[src/rtl/multicycle_ctrl_pkg.sv]
// Shared definitions for the multicycle RV32I control unit: ALU operation
// codes, opcode constants, FSM state encoding, instruction classes and the
// mux-select encodings driven towards the datapath.
package multicycle_ctrl_pkg;

  typedef enum logic [3:0] {
    ALU_ADD  = 4'b0000,
    ALU_SUB  = 4'b0001,
    ALU_SLL  = 4'b0010,
    ALU_SRL  = 4'b0011,
    ALU_SRA  = 4'b0100,
    ALU_AND  = 4'b0101,
    ALU_OR   = 4'b0110,
    ALU_XOR  = 4'b0111,
    ALU_SLT  = 4'b1011,
    ALU_SLTU = 4'b1100
  } alu_ops_t;

  localparam logic [6:0] OPC_LUI    = 7'b0110111;
  localparam logic [6:0] OPC_AUIPC  = 7'b0010111;
  localparam logic [6:0] OPC_JAL    = 7'b1101111;
  localparam logic [6:0] OPC_JALR   = 7'b1100111;
  localparam logic [6:0] OPC_BRANCH = 7'b1100011;
  localparam logic [6:0] OPC_LOAD   = 7'b0000011;
  localparam logic [6:0] OPC_STORE  = 7'b0100011;
  localparam logic [6:0] OPC_OPIMM  = 7'b0010011;
  localparam logic [6:0] OPC_OP     = 7'b0110011;

  // FETCH is encoded as zero so the debug state output reads 0 in reset.
  typedef enum logic [2:0] {
    S_FETCH  = 3'd0,
    S_DECODE = 3'd1,
    S_EXEC   = 3'd2,
    S_MEM    = 3'd3,
    S_WB     = 3'd4,
    S_TRAP   = 3'd5
  } state_t;

  typedef enum logic [3:0] {
    CL_NOP, CL_ALU_R, CL_ALU_I, CL_LUI, CL_AUIPC,
    CL_LOAD, CL_STORE, CL_BRANCH, CL_JAL, CL_JALR
  } iclass_t;

  localparam logic [1:0] DSIZE_BYTE = 2'b00;
  localparam logic [1:0] DSIZE_HALF = 2'b01;
  localparam logic [1:0] DSIZE_WORD = 2'b10;

  localparam logic [1:0] PC_SEQ    = 2'b00;
  localparam logic [1:0] PC_BRANCH = 2'b01;
  localparam logic [1:0] PC_JALR   = 2'b10;
  localparam logic [1:0] PC_TRAP   = 2'b11;

  localparam logic [1:0] SRC_A_RS1  = 2'b00;
  localparam logic [1:0] SRC_A_PC   = 2'b01;
  localparam logic [1:0] SRC_A_ZERO = 2'b10;
  localparam logic [1:0] SRC_B_RS2  = 2'b00;
  localparam logic [1:0] SRC_B_IMM  = 2'b01;

  localparam logic [1:0] WB_ALU = 2'b00;
  localparam logic [1:0] WB_MEM = 2'b01;
  localparam logic [1:0] WB_PC4 = 2'b10;

  localparam logic [31:0] NOP_INSTR = 32'h0000_0013;

  // 'alt' selects SUB/SRA; the caller only raises it where that is legal.
  function automatic alu_ops_t alu_from_funct3(input logic [2:0] f3, input logic alt);
    alu_ops_t op;
    case (f3)
      3'b000:  op = alt ? ALU_SUB : ALU_ADD;
      3'b001:  op = ALU_SLL;
      3'b010:  op = ALU_SLT;
      3'b011:  op = ALU_SLTU;
      3'b100:  op = ALU_XOR;
      3'b101:  op = alt ? ALU_SRA : ALU_SRL;
      3'b110:  op = ALU_OR;
      default: op = ALU_AND;
    endcase
    return op;
  endfunction

endpackage

[src/rtl/multicycle_ctrl_rv_decode.sv]
// rv_decode: purely combinational instruction decoder.
//   ir           in  32  instruction register contents
//   iclass       out     instruction class (CL_NOP when illegal)
//   alu_op       out     ALU operation for the EXEC state
//   mem_size     out 2   load/store access size (funct3[1:0])
//   mem_unsigned out 1   zero-extend load (funct3[2])
//   funct3       out 3   raw funct3, used for branch condition selection
//   illegal      out 1   instruction is not a supported encoding
module rv_decode
  import multicycle_ctrl_pkg::*;
(
  input  logic [31:0] ir,
  output iclass_t     iclass,
  output alu_ops_t    alu_op,
  output logic [1:0]  mem_size,
  output logic        mem_unsigned,
  output logic [2:0]  funct3,
  output logic        illegal
);

  logic [6:0] opcode;
  logic [6:0] funct7;

  assign opcode       = ir[6:0];
  assign funct3       = ir[14:12];
  assign funct7       = ir[31:25];
  assign mem_size     = ir[13:12];
  assign mem_unsigned = ir[14];

  always_comb begin
    iclass  = CL_NOP;
    alu_op  = ALU_ADD;
    illegal = 1'b0;
    case (opcode)
      OPC_OP: begin
        iclass = CL_ALU_R;
        alu_op = alu_from_funct3(funct3, funct7[5]);
        // Only funct7=0 is legal, plus 0100000 for SUB and SRA.
        if (!((funct7 == 7'b0000000) ||
              ((funct7 == 7'b0100000) && ((funct3 == 3'b000) || (funct3 == 3'b101)))))
          illegal = 1'b1;
      end
      OPC_OPIMM: begin
        iclass = CL_ALU_I;
        // Immediate bit 30 selects SRAI only; for ADDI it is just immediate data.
        alu_op = alu_from_funct3(funct3, (funct3 == 3'b101) && funct7[5]);
      end
      OPC_LUI:   iclass = CL_LUI;
      OPC_AUIPC: iclass = CL_AUIPC;
      OPC_JAL:   iclass = CL_JAL;
      OPC_JALR:  iclass = CL_JALR;
      OPC_LOAD: begin
        iclass = CL_LOAD;
        if ((funct3 == 3'b011) || (funct3 == 3'b110) || (funct3 == 3'b111))
          illegal = 1'b1;
      end
      OPC_STORE: begin
        iclass = CL_STORE;
        if (funct3[2] || (funct3 == 3'b011))
          illegal = 1'b1;
      end
      OPC_BRANCH: begin
        iclass = CL_BRANCH;
        alu_op = ALU_SUB;
        if ((funct3 == 3'b010) || (funct3 == 3'b011))
          illegal = 1'b1;
      end
      default: illegal = 1'b1;
    endcase
    // An illegal word behaves as a NOP when it is not trapped.
    if (illegal) begin
      iclass = CL_NOP;
      alu_op = ALU_ADD;
    end
  end

endmodule

[src/rtl/multicycle_ctrl.sv]
// multicycle_ctrl: FSM controller for a multicycle RV32I datapath.
//   clk, rst_n                      clock, asynchronous active-low reset
//   imem_req/imem_ack/instr_rdata   instruction fetch handshake
//   dmem_req/ack/we/size/unsigned   data memory handshake and access shape
//   ir_load, pc_write, pc_src       IR/old-PC capture and PC update control
//   alu_src_a/b, alu_op             ALU operand selects and operation
//   alu_zero/lt/ltu                 ALU compare flags used for branches
//   reg_write, wb_sel               register file write enable and source
//   state, illegal, timeout         debug state and one-cycle trap causes
module multicycle_ctrl
  import multicycle_ctrl_pkg::*;
#(
  parameter int MEM_WAIT_MAX = 15,
  parameter int TRAP_EN      = 1
) (
  input  logic        clk,
  input  logic        rst_n,
  output logic        imem_req,
  input  logic        imem_ack,
  input  logic [31:0] instr_rdata,
  output logic        dmem_req,
  input  logic        dmem_ack,
  output logic        dmem_we,
  output logic [1:0]  dmem_size,
  output logic        dmem_unsigned,
  output logic        ir_load,
  output logic        pc_write,
  output logic [1:0]  pc_src,
  output logic [1:0]  alu_src_a,
  output logic [1:0]  alu_src_b,
  output alu_ops_t    alu_op,
  input  logic        alu_zero,
  input  logic        alu_lt,
  input  logic        alu_ltu,
  output logic        reg_write,
  output logic [1:0]  wb_sel,
  output logic [2:0]  state,
  output logic        illegal,
  output logic        timeout
);

  localparam int CW = (MEM_WAIT_MAX > 0) ? $clog2(MEM_WAIT_MAX + 1) : 1;
  localparam logic [CW-1:0] WAIT_SAT  = CW'(MEM_WAIT_MAX);
  // The trap decision is taken in the cycle whose increment would reach the
  // limit, so exactly MEM_WAIT_MAX request cycles are seen before TRAP.
  localparam logic [CW-1:0] WAIT_LAST = CW'((MEM_WAIT_MAX > 0) ? MEM_WAIT_MAX - 1 : 0);
  localparam bit TIMEOUT_EN = (MEM_WAIT_MAX > 0) && (TRAP_EN != 0);

  state_t        state_reg, state_next;
  logic [31:0]   ir_reg, ir_next;
  logic [CW-1:0] wait_cnt_reg, wait_cnt_next;
  logic          tcause_reg, tcause_next;  // 1: trap caused by timeout

  iclass_t       dec_class;
  alu_ops_t      dec_alu_op;
  logic [1:0]    dec_size;
  logic          dec_unsigned;
  logic [2:0]    dec_funct3;
  logic          dec_illegal;
  logic          branch_taken;
  logic          wait_hit;

  rv_decode u_decode (
    .ir           (ir_reg),
    .iclass       (dec_class),
    .alu_op       (dec_alu_op),
    .mem_size     (dec_size),
    .mem_unsigned (dec_unsigned),
    .funct3       (dec_funct3),
    .illegal      (dec_illegal)
  );

  assign state    = state_reg;
  assign ir_next  = ir_load ? instr_rdata : ir_reg;
  assign wait_hit = TIMEOUT_EN && (wait_cnt_reg == WAIT_LAST);

  always_comb begin
    case (dec_funct3)
      3'b000:  branch_taken = alu_zero;
      3'b001:  branch_taken = !alu_zero;
      3'b100:  branch_taken = alu_lt;
      3'b101:  branch_taken = !alu_lt;
      3'b110:  branch_taken = alu_ltu;
      3'b111:  branch_taken = !alu_ltu;
      default: branch_taken = 1'b0;
    endcase
  end

  // Counting only while parked in FETCH/MEM; any transition clears it, which
  // also gives the required zero on entry. Saturates when traps are off.
  always_comb begin
    if ((state_next == state_reg) && ((state_reg == S_FETCH) || (state_reg == S_MEM)))
      wait_cnt_next = (wait_cnt_reg == WAIT_SAT) ? wait_cnt_reg : wait_cnt_reg + CW'(1);
    else
      wait_cnt_next = '0;
  end

  always_comb begin
    state_next    = state_reg;
    tcause_next   = tcause_reg;
    imem_req      = 1'b0;
    ir_load       = 1'b0;
    dmem_req      = 1'b0;
    dmem_we       = 1'b0;
    dmem_size     = DSIZE_BYTE;
    dmem_unsigned = 1'b0;
    pc_write      = 1'b0;
    pc_src        = PC_SEQ;
    alu_src_a     = SRC_A_RS1;
    alu_src_b     = SRC_B_RS2;
    alu_op        = ALU_ADD;
    reg_write     = 1'b0;
    wb_sel        = WB_ALU;
    illegal       = 1'b0;
    timeout       = 1'b0;
    // Outputs stay quiet while reset is held, even though state already reads FETCH.
    if (rst_n) begin
      case (state_reg)
        S_FETCH: begin
          imem_req = 1'b1;
          if (imem_ack) begin
            ir_load    = 1'b1;
            state_next = S_DECODE;
          end else if (wait_hit) begin
            state_next  = S_TRAP;
            tcause_next = 1'b1;
          end
        end
        S_DECODE: begin
          if (dec_illegal && (TRAP_EN != 0)) begin
            state_next  = S_TRAP;
            tcause_next = 1'b0;
          end else begin
            state_next = S_EXEC;
          end
        end
        S_EXEC: begin
          alu_op     = dec_alu_op;
          state_next = S_WB;
          case (dec_class)
            CL_ALU_I: alu_src_b = SRC_B_IMM;
            CL_LUI: begin
              alu_src_a = SRC_A_ZERO;
              alu_src_b = SRC_B_IMM;
            end
            CL_AUIPC: begin
              alu_src_a = SRC_A_PC;
              alu_src_b = SRC_B_IMM;
            end
            CL_LOAD, CL_STORE: begin
              alu_src_b  = SRC_B_IMM;
              state_next = S_MEM;
            end
            CL_BRANCH: begin
              pc_write   = 1'b1;
              pc_src     = branch_taken ? PC_BRANCH : PC_SEQ;
              state_next = S_FETCH;
            end
            CL_JAL, CL_JALR: begin
              alu_src_b  = SRC_B_IMM;
              pc_write   = 1'b1;
              pc_src     = (dec_class == CL_JAL) ? PC_BRANCH : PC_JALR;
              reg_write  = 1'b1;
              wb_sel     = WB_PC4;
              state_next = S_FETCH;
            end
            default: ;
          endcase
        end
        S_MEM: begin
          dmem_req      = 1'b1;
          dmem_we       = (dec_class == CL_STORE);
          dmem_size     = dec_size;
          dmem_unsigned = (dec_class == CL_LOAD) && dec_unsigned;
          wb_sel        = (dec_class == CL_LOAD) ? WB_MEM : WB_ALU;
          if (dmem_ack) begin
            if (dec_class == CL_LOAD) begin
              state_next = S_WB;
            end else begin
              pc_write   = 1'b1;
              state_next = S_FETCH;
            end
          end else if (wait_hit) begin
            state_next  = S_TRAP;
            tcause_next = 1'b1;
          end
        end
        S_WB: begin
          reg_write  = (dec_class != CL_NOP);
          wb_sel     = (dec_class == CL_LOAD) ? WB_MEM : WB_ALU;
          pc_write   = 1'b1;
          state_next = S_FETCH;
        end
        S_TRAP: begin
          pc_write   = 1'b1;
          pc_src     = PC_TRAP;
          illegal    = !tcause_reg;
          timeout    = tcause_reg;
          state_next = S_FETCH;
        end
        default: state_next = S_FETCH;
      endcase
    end
  end

  always_ff @(posedge clk or negedge rst_n) begin
    if (!rst_n) begin
      state_reg    <= S_FETCH;
      ir_reg       <= NOP_INSTR;
      wait_cnt_reg <= '0;
      tcause_reg   <= 1'b0;
    end else begin
      state_reg    <= state_next;
      ir_reg       <= ir_next;
      wait_cnt_reg <= wait_cnt_next;
      tcause_reg   <= tcause_next;
    end
  end

endmodule

[config.mk]
export PLATFORM = sky130hd
export DESIGN_NAME = multicycle_ctrl
export DESIGN_NICKNAME = d
export VERILOG_FILES = /design/src/rtl/multicycle_ctrl_pkg.sv /design/src/rtl/multicycle_ctrl_rv_decode.sv /design/src/rtl/multicycle_ctrl.sv
export SDC_FILE = /design/constraint.sdc
export NUM_CORES = 1
export LEC_CHECK = 0
export BUFFER_PORTS_ARGS = -buffer_cell sky130_fd_sc_hd__buf_2
export CAP_MARGIN = 15
export CORE_MARGIN = 1
export CORE_UTILIZATION = 30
export CTS_CLUSTER_SIZE = 28
export DETAILED_ROUTE_END_ITERATION = 8
export PLACE_DENSITY_LB_ADDON = 0.12
export SETUP_SLACK_MARGIN = 0.05
export SLEW_MARGIN = 20
export SYNTH_ARGS = -nofsm -noshare
export SYNTH_HDL_FRONTEND = slang
export SYNTH_SLANG_ARGS = --single-unit
[constraint.sdc]
create_clock -name clk -period 2.4 [get_ports clk]
set_input_delay 0.36 -clock clk [delete_from_list [all_inputs] [get_ports clk]]
set_output_delay 0.36 -clock clk [all_outputs]
set_load 0.005 [all_outputs]
==> metrics.md <==
| Metric | Value |
|---|---|
| Status | complete, no violations |
| # H-tree levels | 1 |
| Worst Skew | between 0.0015 and 0.002 ns |
| Synth Net Count | 254 |
| Crit Path Category | reg -> out |
| Setup ws final | ~0.052 ns |
| # rows | 27 |
| Fillers | between 500 and 600 |
| Clock Latency Late Sink | approximately 0.27 ns |
| Buffer and inverter count on the worst path | 1 |
| Worst min path class | in -> async |
| Overall routed net length | between 4000 and 5000 um |
| CTS Hold Bufs | 0 |
| F_max | approximately 430 MHz |
| Via density | a little over 5 |
| Post-Synthesis Cells | 213 |
| Cell variety after synth | 50 |
| Ant diodes | 0 |
| Worst path slowest cell | dfrtp_2 |
| VDD IR max | ~420 uV |
| Max FO, Critical Path | 5 |
| Synth Flop Type | dfrtp_1 |
| Commonest non-fill, non-tap cell in the layout | buf_2 |
| Total Routing Usage GR | 0.161 |
| # IOs | 65 |
| Placed Area | ~0.0022 mm2 |
| Core outline area | approximately 0.0056 mm2 |
| Final Instance Area | between 0.002 and 0.0025 mm2 |
| Final setup vio count | 0 |
| Post-synth top area share | 0.305 |
| Synthesized flop and latch total | 25 |
| Clk slew on worst S/H paths | around 0.09 ns |
| Die width | roughly 80 um |
| Share of cells above drive strength 1 | 0.420 |
| R2R Path Start | ir_reg[6]$_DFFE_PN0P_ |
| Worst path max stage delay | ~0.45 ns |
| PwrDens | ~990 mW/mm2 |
| Die ar. | approximately 0.0063 mm2 |
| Setup WS pre-CTS | roughly 0.23 ns |
| Drt first pass iters | 4 |
| Crit path DAT | around 2.0 ns |
| Max reg flops | 17 |
| Synth area leaders | dfrtp_1, mux2_2, dfstp_2 |
| Area growth syn-to-layout | 31.3% |
| IO buf count | 48 |
| Asr flop ratio synth | 1.00 |
| CTS tree | done |
| CP required | between 2 and 2.5 ns |
| 1st-iter DRT viols | about 130 |
| Die Height | ~80 um |
| R2R depth | 6 |
| Initial core utilization | 0.320 |
| DRC viols | 0 |
| Antenna viol nets, final | 0 |
| GPL Wtd Cong | 0.827 |
| Yosys warns | 0 |
| Maxcap violations | 0 |
| Top cell family by delay on the critical path | compound AO/OA/AOI/OAI gates |
| CP Cell Sequence | and4b_1 > a31oi_1 > nand2_1 > a221o_1 > o21ai_1 > buf_2 |
| Slew Viols, Final | 0 |
| Post-synth top area cell | dfrtp_1 |
| Commonest non-fill, non-tap cells in the layout | buf_2, buf_4, dfrtp_1 |
| Post-Syn Area | 0.00181 mm2 |
| First-pass GRT wire length | between 8000 and 9000 um |
| Layout Nets | between 300 and 400 |
| Worst setup EP type | primary output |
| Crit start category | register |
| RSZ-0062 raised after global routing | yes |
| CTS buffer count | 3 |
| Via count | about 1800 |
| Post-synthesis sequential area ratio | 0.349 |
| CTS sink count | 25 |
| Critical R2R Capture | state[2]$_DFF_PN0_ |
| Vias in the first global route | 1675 |
| Initial antenna violation count | 0 |
| Leak | 1.06 nW |
| Post-Syn Area per Cell | 8.48 um2 |
| Largest net degree at the start of global routing | 39 |
| Gr ovfl total | 0 |
| Root Driver | clkbuf_8 |
| Hold Fails Final Rpt | 0 |
| EDFF count, synth | 0 |
| Hpwl dp | 3530 um |
| Fin crit share | 0.978 |
| CTS max path bufs | 2 |
| Wirelength per Cell | 13.7 um |
| Min Tclk post-route | between 2 and 2.5 ns |
| R2r setup slk | 0.46 ns |
==> area by class of cell <==
type	count	area (um2)	area share
Sequential cell	25	632	0.266
Clock inverter	1	5.00	0.00211
Clock buffer	3	41.3	0.0174
Inverter	9	33.8	0.0142
Multi-Input combinational cell	167	1160	0.488
Tap cell	72	90.1	0.0380
Timing Repair Buffer	71	413	0.174
==> metrics by stage <==
stage	util	std cells	hold slack (ns)	power, W	setup TNS, ns
global route	0.420	348	0.160	0.00257	-0.211
floorplan	-	213	0.0644	0.00158	0
global placement	0.389	336	0.461	0.00195	0
CTS	0.414	349	0.155	0.00234	0
detailed placement	0.389	336	0.459	0.00195	0
finish	0.420	348	0.142	0.00235	0
==> worst max-delay path by stage <==
stage	startpoint	end	slack (ns)	depth (start not counted)
6_report	ir_reg[6]$_DFFE_PN0P_	alu_src_b[0]	0.05	6
3_3_place_gp	ir_reg[6]$_DFFE_PN0P_	alu_op[0]	0.24	6
4_1_cts	ir_reg[0]$_DFFE_PN1P_	pc_write	0.06	7
2_1_floorplan	ir_reg[4]$_DFFE_PN1P_	alu_op[0]	0.46	6
5_1_grt	ir_reg[6]$_DFFE_PN0P_	alu_op[0]	-0.06	6
3_5_place_dp	ir_reg[6]$_DFFE_PN0P_	alu_op[0]	0.23	6
==> routing by layer <==
layer	GRT usage	share of wire	up-vias
li1	-	-	894
met1	0.231	0.49	837
met2	0.252	0.46	38
met3	0.0251	0.046	5
met4	0.0382	0.0077	0
met5	0	0	-
==> where the power goes <==
| group | switching (W) | internal [W] |
|---|---|---|
| logic | 0.000647 | 0.000616 |
| clock network | 0.000142 | 0.000116 |
| registers | 0.000204 | 0.000624 |
| total | 0.000994 | 0.00136 |
==> synth_stat cells (2+ instances only) <==
| library cell | instances |
|---|---|
| a211o_1 | 2 |
| a211oi_1 | 2 |
| a21oi_1 | 8 |
| a31oi_1 | 3 |
| a41oi_1 | 2 |
| buf_2 | 3 |
| clkbuf_1 | 8 |
| dfrtp_1 | 22 |
| dfstp_2 | 3 |
| ha_1 | 2 |
| inv_1 | 9 |
| mux2_2 | 17 |
| mux2i_1 | 2 |
| nand2_1 | 20 |
| nand2b_1 | 5 |
| nand3_1 | 8 |
| nand3b_1 | 3 |
| nand4_1 | 4 |
| nor2_1 | 17 |
| nor2b_1 | 4 |
| nor3_1 | 13 |
| nor3_2 | 2 |
| nor3b_1 | 3 |
| o211a_1 | 2 |
| o211ai_1 | 3 |
| o21a_1 | 4 |
| o21ai_0 | 13 |
| o31ai_1 | 2 |
| or2_2 | 2 |
| or3_1 | 2 |
| xnor2_1 | 3 |
| xor2_1 | 2 |
==> cells by family (layout without fill, tap and decap cells) <==
| logic type | Yosys count | in the layout | share of synthesized area |
|---|---|---|---|
| other cells | 1 | 1 | 0.00208 |
| buf+inv | 21 | 84 | 0.0478 |
| fa+ha+maj | 2 | 2 | 0.0139 |
| mux | 19 | 19 | 0.117 |
| compound gates | 49 | 49 | 0.182 |
| simple gates | 91 | 91 | 0.264 |
| flops | 25 | 25 | 0.349 |
| xor+xnor | 5 | 5 | 0.0243 |
==> timing repair <==
item / 4_1_cts / 5_1_grt
resized for setup: 9 / 12
buffers inserted: 9 / 0
pin swaps: 6 / 6
endpoints found under the setup margin: 4 / 10
Note: power is estimated with default switching activity, not from simulation.
